--- src/rtl/hazard_ctrl_pkg.sv ---
// ---------------------------------------------------------------------------
// hazard_ctrl_pkg
//   Shared definitions for the pipeline hazard sequencer and its helpers.
//   - REG_IDX_W : architectural register index width (x0..x31)
//   - state_e   : sequencer state (RUN, DROP)
//   - reg_idx_t : register index type
// ---------------------------------------------------------------------------
`ifndef REG_IDX_W
`define REG_IDX_W 5
`endif

package hazard_ctrl_pkg;

  localparam int REG_IDX_W = `REG_IDX_W;

  typedef logic [REG_IDX_W-1:0] reg_idx_t;

  // RUN : normal operation
  // DROP: a redirect happened while a fetch was still outstanding; the next
  //       fetch data to return belongs to the old path and must be discarded.
  typedef enum logic {
    ST_RUN  = 1'b0,
    ST_DROP = 1'b1
  } state_e;

  // True when an ID source register reads the value a producer will write.
  // x0 is hardwired to zero and never carries a dependency.
  function automatic logic src_depends(input logic used, input reg_idx_t src,
                                       input reg_idx_t dst);
    return used & (src == dst) & (dst != '0);
  endfunction

endpackage

--- src/rtl/hazard_detect.sv ---
// ---------------------------------------------------------------------------
// hazard_detect
//   Purely combinational load-use detector: flags when the instruction in ID
//   reads a register that the load currently in EX will write.
//   Ports:
//     rs1_idx_id, rs2_idx_id : ID source indices
//     rs1_used_id, rs2_used_id : ID source read enables
//     rd_idx_ex  : EX destination index
//     wben_ex    : EX instruction writes rd
//     is_load_ex : EX instruction is a load
//     load_use   : one-bubble hazard required
// ---------------------------------------------------------------------------
module hazard_detect
  import hazard_ctrl_pkg::*;
(
  input  logic [REG_IDX_W-1:0] rs1_idx_id,
  input  logic [REG_IDX_W-1:0] rs2_idx_id,
  input  logic                 rs1_used_id,
  input  logic                 rs2_used_id,
  input  logic [REG_IDX_W-1:0] rd_idx_ex,
  input  logic                 wben_ex,
  input  logic                 is_load_ex,
  output logic                 load_use
);

  localparam int NUM_SRC = 2;

  reg_idx_t          src_idx  [NUM_SRC];
  logic [NUM_SRC-1:0] src_used;
  logic [NUM_SRC-1:0] src_hit;

  assign src_idx[0] = rs1_idx_id;
  assign src_idx[1] = rs2_idx_id;
  assign src_used   = {rs2_used_id, rs1_used_id};

  genvar gi;
  generate
    for (gi = 0; gi < NUM_SRC; gi++) begin : g_src
      assign src_hit[gi] = src_depends(src_used[gi], src_idx[gi], rd_idx_ex);
    end
  endgenerate

  assign load_use = is_load_ex & wben_ex & (|src_hit);

endmodule

--- src/rtl/hazard_ctrl.sv ---
// ---------------------------------------------------------------------------
// hazard_ctrl
//   Central stall/flush sequencer for the 5-stage pipeline (IF/ID/EX/LS/WB).
//   Causes, highest priority first: LS memory wait, taken jump in EX,
//   load-use between EX and ID, late instruction fetch. Tracks whether a fetch
//   outstanding across a redirect must be dropped, and counts stall cycles and
//   applied redirects in wrap-around counters.
//   Ports:
//     clk, rst                       : clock, synchronous active-high reset
//     rs1/rs2_idx_id, rs1/rs2_used_id: ID source operands
//     rd_idx_ex, wben_ex, is_load_ex : EX producer
//     is_jump_ex                     : taken redirect resolved in EX
//     dmem_req_ls, dmem_ready        : LS data-memory handshake
//     imem_valid                     : fetch data valid for current PC
//     stall_pc/id/ex/ls              : hold stage registers
//     flush_id/ex/wb                 : insert bubble into stage registers
//     fetch_drop                     : discard the returning fetch data
//     stall_cnt, flush_cnt           : performance counters
// ---------------------------------------------------------------------------
module hazard_ctrl
  import hazard_ctrl_pkg::*;
#(
  parameter int CNT_W = 32,
  parameter int XLEN  = 64
) (
  input  logic                 clk,
  input  logic                 rst,
  input  logic [REG_IDX_W-1:0] rs1_idx_id,
  input  logic [REG_IDX_W-1:0] rs2_idx_id,
  input  logic                 rs1_used_id,
  input  logic                 rs2_used_id,
  input  logic [REG_IDX_W-1:0] rd_idx_ex,
  input  logic                 wben_ex,
  input  logic                 is_load_ex,
  input  logic                 is_jump_ex,
  input  logic                 dmem_req_ls,
  input  logic                 dmem_ready,
  input  logic                 imem_valid,
  output logic                 stall_pc,
  output logic                 stall_id,
  output logic                 stall_ex,
  output logic                 stall_ls,
  output logic                 flush_id,
  output logic                 flush_ex,
  output logic                 flush_wb,
  output logic                 fetch_drop,
  output logic [CNT_W-1:0]     stall_cnt,
  output logic [CNT_W-1:0]     flush_cnt
);

  // Elaboration-time sanity on parameters.
  generate
    if (CNT_W < 1 || XLEN < 32) begin : g_param_check
      $error("hazard_ctrl: unsupported CNT_W/XLEN");
    end
  endgenerate

  state_e           state_reg, state_next;
  logic [CNT_W-1:0] stall_cnt_reg, stall_cnt_next;
  logic [CNT_W-1:0] flush_cnt_reg, flush_cnt_next;

  logic mem_busy;
  logic load_use;
  logic fetch_late;
  logic jump_apply;

  hazard_detect u_hazard_detect (
    .rs1_idx_id  (rs1_idx_id),
    .rs2_idx_id  (rs2_idx_id),
    .rs1_used_id (rs1_used_id),
    .rs2_used_id (rs2_used_id),
    .rd_idx_ex   (rd_idx_ex),
    .wben_ex     (wben_ex),
    .is_load_ex  (is_load_ex),
    .load_use    (load_use)
  );

  assign mem_busy = dmem_req_ls & ~dmem_ready;

  // In DROP, valid fetch data is stale, so it is no better than no data.
  assign fetch_late = ~imem_valid | (state_reg == ST_DROP);

  // A memory wait freezes EX, so the jump is re-presented once LS completes.
  assign jump_apply = is_jump_ex & ~mem_busy & ~rst;

  // Priority mux for stage controls; all quiet while in reset.
  always_comb begin
    stall_pc   = 1'b0;
    stall_id   = 1'b0;
    stall_ex   = 1'b0;
    stall_ls   = 1'b0;
    flush_id   = 1'b0;
    flush_ex   = 1'b0;
    flush_wb   = 1'b0;
    fetch_drop = 1'b0;
    if (!rst) begin
      if (mem_busy) begin
        stall_pc = 1'b1;
        stall_id = 1'b1;
        stall_ex = 1'b1;
        stall_ls = 1'b1;
        flush_wb = 1'b1;
      end else if (is_jump_ex) begin
        flush_id = 1'b1;
        flush_ex = 1'b1;
      end else if (load_use) begin
        // Single bubble: next cycle the load sits in LS and forwarding covers it.
        stall_pc = 1'b1;
        stall_id = 1'b1;
        flush_ex = 1'b1;
      end else if (fetch_late) begin
        stall_pc = 1'b1;
        flush_id = 1'b1;
      end
      fetch_drop = (state_reg == ST_DROP) & imem_valid;
    end
  end

  // Next-state logic.
  always_comb begin
    state_next = state_reg;
    case (state_reg)
      ST_RUN: begin
        // Redirect with the old-path fetch still in flight.
        if (jump_apply & ~imem_valid) begin
          state_next = ST_DROP;
        end
      end
      ST_DROP: begin
        // The one outstanding fetch has returned and been discarded. A new
        // jump meanwhile does not add another outstanding fetch.
        if (imem_valid) begin
          state_next = ST_RUN;
        end
      end
      default: state_next = ST_RUN;
    endcase
  end

  // Counters wrap naturally on overflow.
  always_comb begin
    stall_cnt_next = stall_cnt_reg + CNT_W'(stall_pc);
    flush_cnt_next = flush_cnt_reg + CNT_W'(jump_apply);
  end

  always_ff @(posedge clk) begin
    if (rst) begin
      state_reg     <= ST_RUN;
      stall_cnt_reg <= '0;
      flush_cnt_reg <= '0;
    end else begin
      state_reg     <= state_next;
      stall_cnt_reg <= stall_cnt_next;
      flush_cnt_reg <= flush_cnt_next;
    end
  end

  assign stall_cnt = stall_cnt_reg;
  assign flush_cnt = flush_cnt_reg;

endmodule
--- config.mk ---
export PLATFORM = sky130hd
export DESIGN_NAME = hazard_ctrl
export DESIGN_NICKNAME = d
export VERILOG_FILES = /design/src/rtl/hazard_ctrl_pkg.sv /design/src/rtl/hazard_detect.sv /design/src/rtl/hazard_ctrl.sv
export SDC_FILE = /design/constraint.sdc
export NUM_CORES = 1
export LEC_CHECK = 0
export ABC_CLOCK_PERIOD_IN_PS = 4600
export BUFFER_PORTS_ARGS = -buffer_cell sky130_fd_sc_hd__buf_2
export CAP_MARGIN = 5
export CORE_MARGIN = 3
export CORE_UTILIZATION = 50
export DETAILED_ROUTE_END_ITERATION = 10
export PLACE_DENSITY = 0.89
export SETUP_SLACK_MARGIN = 0.2
export SYNTH_ARGS = -nofsm -noshare
export SYNTH_HDL_FRONTEND = slang
export SYNTH_SLANG_ARGS = --single-unit
--- constraint.sdc ---
create_clock -name clk -period 4.6 [get_ports clk]
set_input_delay 0.23 -clock clk [delete_from_list [all_inputs] [get_ports clk]]
set_output_delay 0.23 -clock clk [all_outputs]
set_load 0.01 [all_outputs]
==> results of run 1 <==
routing by layer:
metal  track usage (%)  routed length, um  share of wire [%]  up-vias
met5                 0                  0                  0        -
met4              7.48                 62               0.84        0
met3              5.38                491                6.6        4
met2              35.9               3810                 51      108
met1              23.7               3050                 41     1416
li1                  -                  -                  -     1540
worst max path at each step:
stage                  from       endpoint  slack, ns  cells past startpoint
2_1_floorplan  rd_idx_ex[0]  stall_cnt[28]       1.53                     11
3_3_place_gp   rd_idx_ex[0]  stall_cnt[30]       1.34                     11
3_5_place_dp   rd_idx_ex[0]  stall_cnt[30]       1.15                     11
4_1_cts        rd_idx_ex[0]  stall_cnt[30]       1.48                     11
5_1_grt        rd_idx_ex[0]  stall_cnt[30]       1.22                     11
6_report       rd_idx_ex[0]  stall_cnt[30]       1.47                     11
power groups by stage:
stage | clock [W] | sequential [W] | combinational (W)
after floorplan | 0 | 0.000581 | 0.0000284
after global placement | 0 | 0.000580 | 0.0000511
after detailed placement | 0 | 0.000580 | 0.0000528
after CTS | 0.000532 | 0.000567 | 0.0000529
after global routing | 0.000555 | 0.000567 | 0.0000578
final | 0.000521 | 0.000567 | 0.0000520
layout make-up:
| class | count | area [um2] | share of cell area [%] |
|---|---|---|---|
| Timing Repair Buffer | 97 | 488 | 12.6 |
| Inverter | 12 | 45.0 | 1.16 |
| Clock buffer | 12 | 145 | 3.75 |
| Tap cell | 75 | 93.8 | 2.42 |
| Sequential cell | 65 | 1300 | 33.6 |
| Clock inverter | 3 | 65.1 | 1.68 |
| Multi-Input combinational cell | 275 | 1730 | 44.8 |
cell usage after synthesis (all sizes together):
master,instances
a21oi,38
a32oi,1
and2,2
and3,4
and4,3
buf,11
clkbuf,11
dfxtp,65
ha,4
inv,12
mux2,1
nand2,19
nand2b,2
nand3,19
nand4,13
nor2,28
nor2b,7
nor3,8
nor4,8
o21ai,16
o21bai,2
o221a,1
o311a,1
o31ai,21
or2,2
or3,17
or4,25
xnor2,21
xor2,12
stage by stage:
step / worst slack, ns / std cells
after CTS: 1.48 / 539
final: 1.47 / 539
after global placement: 1.34 / 524
after global routing: 1.22 / 539
after detailed placement: 1.15 / 524
after floorplan: 1.53 / 374
critical path, cell delays in order:
cell     delay (ns)
buf_2          0.12
xor2_1         0.15
nor4_1         0.28
a32oi_1        0.21
o21ai_0        0.27
ha_1           0.26
ha_1           0.24
nand2_1        0.14
or4_1          0.77
or4_1          0.55
a21oi_1        0.15
logic make-up after synthesis:
family / Yosys count / synth area share [%]
xor+xnor: 33 / 9.04
flops: 65 / 40.7
compound gates: 80 / 14.8
fa+ha+maj: 4 / 1.57
buf+inv: 34 / 5.09
mux: 1 / 0.352
simple gates: 157 / 28.5
==> out/results.ini, run 1 <==
[cts]
ctsResizeCount=0
cts_sinks=65
clock_latency_ns=0.33
clock-root-buffer=clkbuf_8
htreeDepth=3
cts_tree=built
clkTransAtPathRegs_ns=0.07
postCtsSetupBuffers=0
numCtsBuffers=9
postCtsHoldBufs=0
cts-root-to-sink-buffers=2

[synthesis]
ys_warn_count=0
synth_top_cell_by_area=dfxtp_1
synth_cell_types=37
ys_top_cells_by_area=dfxtp_1 (41%), a21oi_1 (5.9%), xnor2_1 (5.8%)
netlist_instances=374
ys_seq_area_share_pct=40.7
netlist_area_um2=3200
synth_seq_cells=65
synth_top_cell_area_share_pct=40.7
synthesis.nets=403
avgSynthCellArea_um2=8.55

[power]
p_per_area_nw_per_um2=295
p_switching_w=0.000236
sequentialPowerShare_pct=49.8
p_leak_nw=1.50
p_comb_share_pct=4.6
clockPowerShare_pct=45.7
p_sw_share_pct=20.7
vdd_drop_max_uv=201
p_total_w=0.00114
p_int_w=0.000904

[grt]
grt_pass1_vias=2836
grt_max_degree=54
grt-ovfl-total=0
grt_use_total_pct=20.4
grt_first_pass_wirelength_mm=12.5
grt_antenna_before_repair=0

[timing]
finalMaxSlewViolations=0
max_slew_margin_pct=62.8
fin_crit_sh_pct=68.0
setup_tns_ns=0
worst_pin_slew_ns=0.559
fmax_mhz=319
period_minus_slack_ns=3.13
finalHoldViolCount=0
rsz0062_at_grt=false
whs_ns=0.103
setup_violations=0
finClkSkew_ns=0.0117

[min_path]
holdPathStages=2
hold_end=state_reg
hp-start=imem_valid
hp-class=input pin to flop

[final_layout]
fin_util_pct=63.9
fin_nets=489
layout-drive-gt1-share_pct=25.6
num_antenna_cells=0
mostFrequentLayoutCell=buf_2
area_growth_pct=21.1
final_cell_mix=buf_2 (96), dfxtp_1 (65), a21oi_1 (38)
postLayoutCellArea_um2=3870
nFillCells=516

[setup_path]
cp.arrival_ns=3.39
critical_path_class=input pin to flop
startpoint_type=input pin
crit_path_max_fanout=18
reg2reg_depth=9
timing.rr.end=stall_cnt[30]
required_ns=4.86
r2r_start=state_reg
end_kind=flop
r2r_slack_ns=1.73

[drt]
drcViolationCount=0
dr.pass1.iters=4
wire_per_inst_um=13.8
ant_nets=0
vias=3068
drt_iter0_markers=213
wl_mm=7.42
via_per_inst=5.69

[die]
die_area_um2=7390
fp-row-count=28
start_util_pct=52.7
fp.dieH_um=86.0
die_w_um=86.0
ios=97
core_area_um2=6060

[run_status]
status=completed

[placement]
gp_congestion=0.774
hpwlAfterDp_mm=5.34
portBuffers=96
place_area_um2=3660

[flow_run]
maxCapViolations=0

Note: power is estimated with default switching activity, not from simulation.
==> inputs of run 2 (changes only) <==
- ABC_CLOCK_PERIOD_IN_PS: 4600 -> 2900
- clock period: 4.6 -> 2.9 ns (I/O delays scaled with it)
==> out/results.ini, run 2 (synthesized netlist as in run 1, its figures left out) <==
[grt]
grt-ovfl-total=0  ; unchanged
grt_antenna_before_repair=0  ; unchanged
grt_pass1_vias=2832  ; was 2836
grt_max_degree=56  ; was 54
grt_use_total_pct=21.1  ; was 20.4%
grt_first_pass_wirelength_mm=12.7  ; was 12.5 mm

[timing]
max_slew_margin_pct=61.9  ; was 62.8%
rsz0062_at_grt=false  ; unchanged
period_minus_slack_ns=2.48
setup_violations=0  ; unchanged
setup_tns_ns=0  ; unchanged
worst_pin_slew_ns=0.571  ; was 0.559 ns
timing.final.ws_setup_ns=0.418  ; was 1.47 ns
finClkSkew_ns=0.0109  ; was 0.0117 ns
fmax_mhz=403
finalMaxSlewViolations=0  ; unchanged
fin_crit_sh_pct=85.6
finalHoldViolCount=0  ; unchanged

[final_layout]
area_growth_pct=24.9  ; was 21.1%
mostFrequentLayoutCell=buf_2  ; unchanged
num_antenna_cells=0  ; unchanged
final_cell_mix=buf_2 (96), dfxtp_1 (65), a21oi_1 (38)  ; unchanged
multi_input_area_um2=1760  ; was 1730 um2
fin_nets=499  ; was 489
register_area_um2=1300  ; unchanged
nFillCells=499  ; was 516
layout-drive-gt1-share_pct=28.3  ; was 25.6%

[cts]
cts-root-to-sink-buffers=2  ; unchanged
numCtsBuffers=9  ; unchanged
cts_sinks=65  ; unchanged
clock_latency_ns=0.34  ; was 0.33 ns
clock-root-buffer=clkbuf_8  ; unchanged
htreeDepth=3  ; unchanged
cts_tree=built  ; unchanged
clkTransAtPathRegs_ns=0.07  ; about the same
postCtsSetupBuffers=0  ; unchanged

[setup_path]
reg2reg_depth=9  ; unchanged
critical_path_class=input pin to flop  ; unchanged
crit_path_max_fanout=14  ; was 18
cp.arrival_ns=2.74  ; was 3.39 ns
crit_path_max_incr_delay_ns=0.52  ; was 0.77 ns
timing.rr.end=stall_cnt[30]  ; unchanged
end_kind=flop  ; unchanged
cpMaxStageDelayCell=or4_4  ; was or4_1
r2r_slack_ns=0.48  ; was 1.73 ns
startpoint_type=input pin  ; unchanged
cp_cell_sequence=buf_2 > xor2_1 > nor4_1 > a32oi_1 > o21ai_2 > ha_2 > ha_4 > nand2_1 > or4_4 > or4_1 > a21oi_1  ; was buf_2 > xor2_1 > nor4_1 > a32oi_1 > o21ai_0 > ha_1 > ha_1 > nand2_1 > or4_1 > or4_1 > a21oi_1
r2r_start=state_reg  ; unchanged
required_ns=3.16  ; was 4.86 ns

[drt]
wl_met2_mm=3.70  ; was 3.81 mm
drt_iter0_markers=75  ; was 213
via_per_inst=5.66  ; was 5.69
drcViolationCount=0  ; unchanged
vias=3107  ; was 3068
dr.pass1.iters=4  ; unchanged
wl_met3_um=557  ; was 491 um
wire_per_inst_um=14.0  ; was 13.8 um
ant_nets=0  ; unchanged
wl_met1_mm=3.31  ; was 3.05 mm
wl_mm=7.70  ; was 7.42 mm
top_layer=met4  ; unchanged

[power]
sequentialPowerShare_pct=48.0  ; was 49.8%
p_switching_w=0.000390  ; was 0.000236 W
p_comb_share_pct=4.6  ; about the same
clockPowerShare_pct=47.4  ; was 45.7%
p_int_w=0.00149  ; was 0.000904 W
p_leak_nw=1.56  ; was 1.50 nW
p_sw_share_pct=20.8  ; was 20.7%
p_per_area_nw_per_um2=470  ; was 295 nW/um2
vdd_drop_max_uv=343  ; was 201 uV

[die]
core_area_um2=6060  ; unchanged
fp-row-count=28  ; unchanged
ios=97  ; unchanged
fp.dieH_um=86.0  ; unchanged
die_w_um=86.0  ; unchanged
start_util_pct=52.7  ; unchanged
die_area_um2=7390  ; unchanged

[min_path]
holdPathStages=3  ; was 2
hp-start=is_jump_ex  ; was imem_valid
hold_end=state_reg  ; unchanged
hp-class=input pin to flop  ; unchanged

[placement]
dpl_worst_slack_ns=-0.0821  ; was 1.15 ns
gp_congestion=0.818  ; was 0.774
hpwlAfterDp_mm=5.48  ; was 5.34 mm
portBuffers=96  ; unchanged

[run_status]
status=completed  ; unchanged

[flow_run]
maxCapViolations=0  ; unchanged

-- run 2: how the worst max path moves through the flow --
| stage | from | to | cells after the start |
|---|---|---|---|
| CTS | rd_idx_ex[2] | stall_cnt[30] | 11 |
| finish | rd_idx_ex[2] | stall_cnt[30] | 11 |
| global placement | rd_idx_ex[2] | stall_cnt[26] | 11 |
| global route | rd_idx_ex[2] | stall_cnt[30] | 11 |
| detailed placement | rd_idx_ex[2] | stall_cnt[26] | 11 |
| floorplan | rd_idx_ex[2] | stall_cnt[28] | 11 |
-- run 2: final cells by class --
cell class / instances / area share (%)
Multi-Input combinational cell: 275 / 44.0
Sequential cell: 65 / 32.6
Timing Repair Buffer: 107 / 14.2
Clock buffer: 13 / 4.23
Tap cell: 75 / 2.35
Clock inverter: 2 / 1.50
Inverter: 12 / 1.13
-- run 2: critical path: cells and delay by family --
| kind | cells | cell delay [ns] |
|---|---|---|
| and+or+nand+nor | 4 | 1.39 |
| AOI/OAI and AO/OA | 3 | 0.52 |
| adders and majority gates | 2 | 0.41 |
| xor gates and xnor gates | 1 | 0.16 |
| buffers and inverters | 1 | 0.12 |
-- run 2: metrics by stage --
stage / hold WS [ns] / cells / power, W / instance area, um2 / util [%]
2_1_floorplan: 0.222 / 374 / 0.000968 / 3220 / -
3_3_place_gp: 0.342 / 533 / 0.00100 / 3750 / 61.8
3_5_place_dp: 0.355 / 533 / 0.00101 / 3750 / 61.8
4_1_cts: 0.142 / 549 / 0.00189 / 3990 / 65.8
5_1_grt: 0.171 / 549 / 0.00193 / 3990 / 65.9
6_report: 0.153 / 549 / 0.00188 / 3990 / 65.9
-- run 2: per-layer routing --
| metal | up-vias | global-route usage [%] |
|---|---|---|
| met3 | 14 | 5.28 |
| met1 | 1425 | 25.2 |
| met2 | 106 | 35.2 |
| li1 | 1562 | - |
| met5 | - | 0 |
| met4 | 0 | 9.93 |
-- run 2: power by group through the flow --
stage / Clock (W) / Combinational [W] / Sequential (W)
floorplan: 0 / 0.0000464 / 0.000922
global placement: 0 / 0.0000835 / 0.000920
detailed placement: 0 / 0.0000864 / 0.000921
CTS: 0.000898 / 0.0000877 / 0.000900
global route: 0.000936 / 0.0000965 / 0.000900
finish: 0.000890 / 0.0000867 / 0.000900
-- run 2: repair_timing --
item                                    in CTS  in global routing
endpoints found under the setup margin       0                  8
hold endpoints to repair                     1                  0
hold buffers                                 1                  0
resized for setup                            0                  2
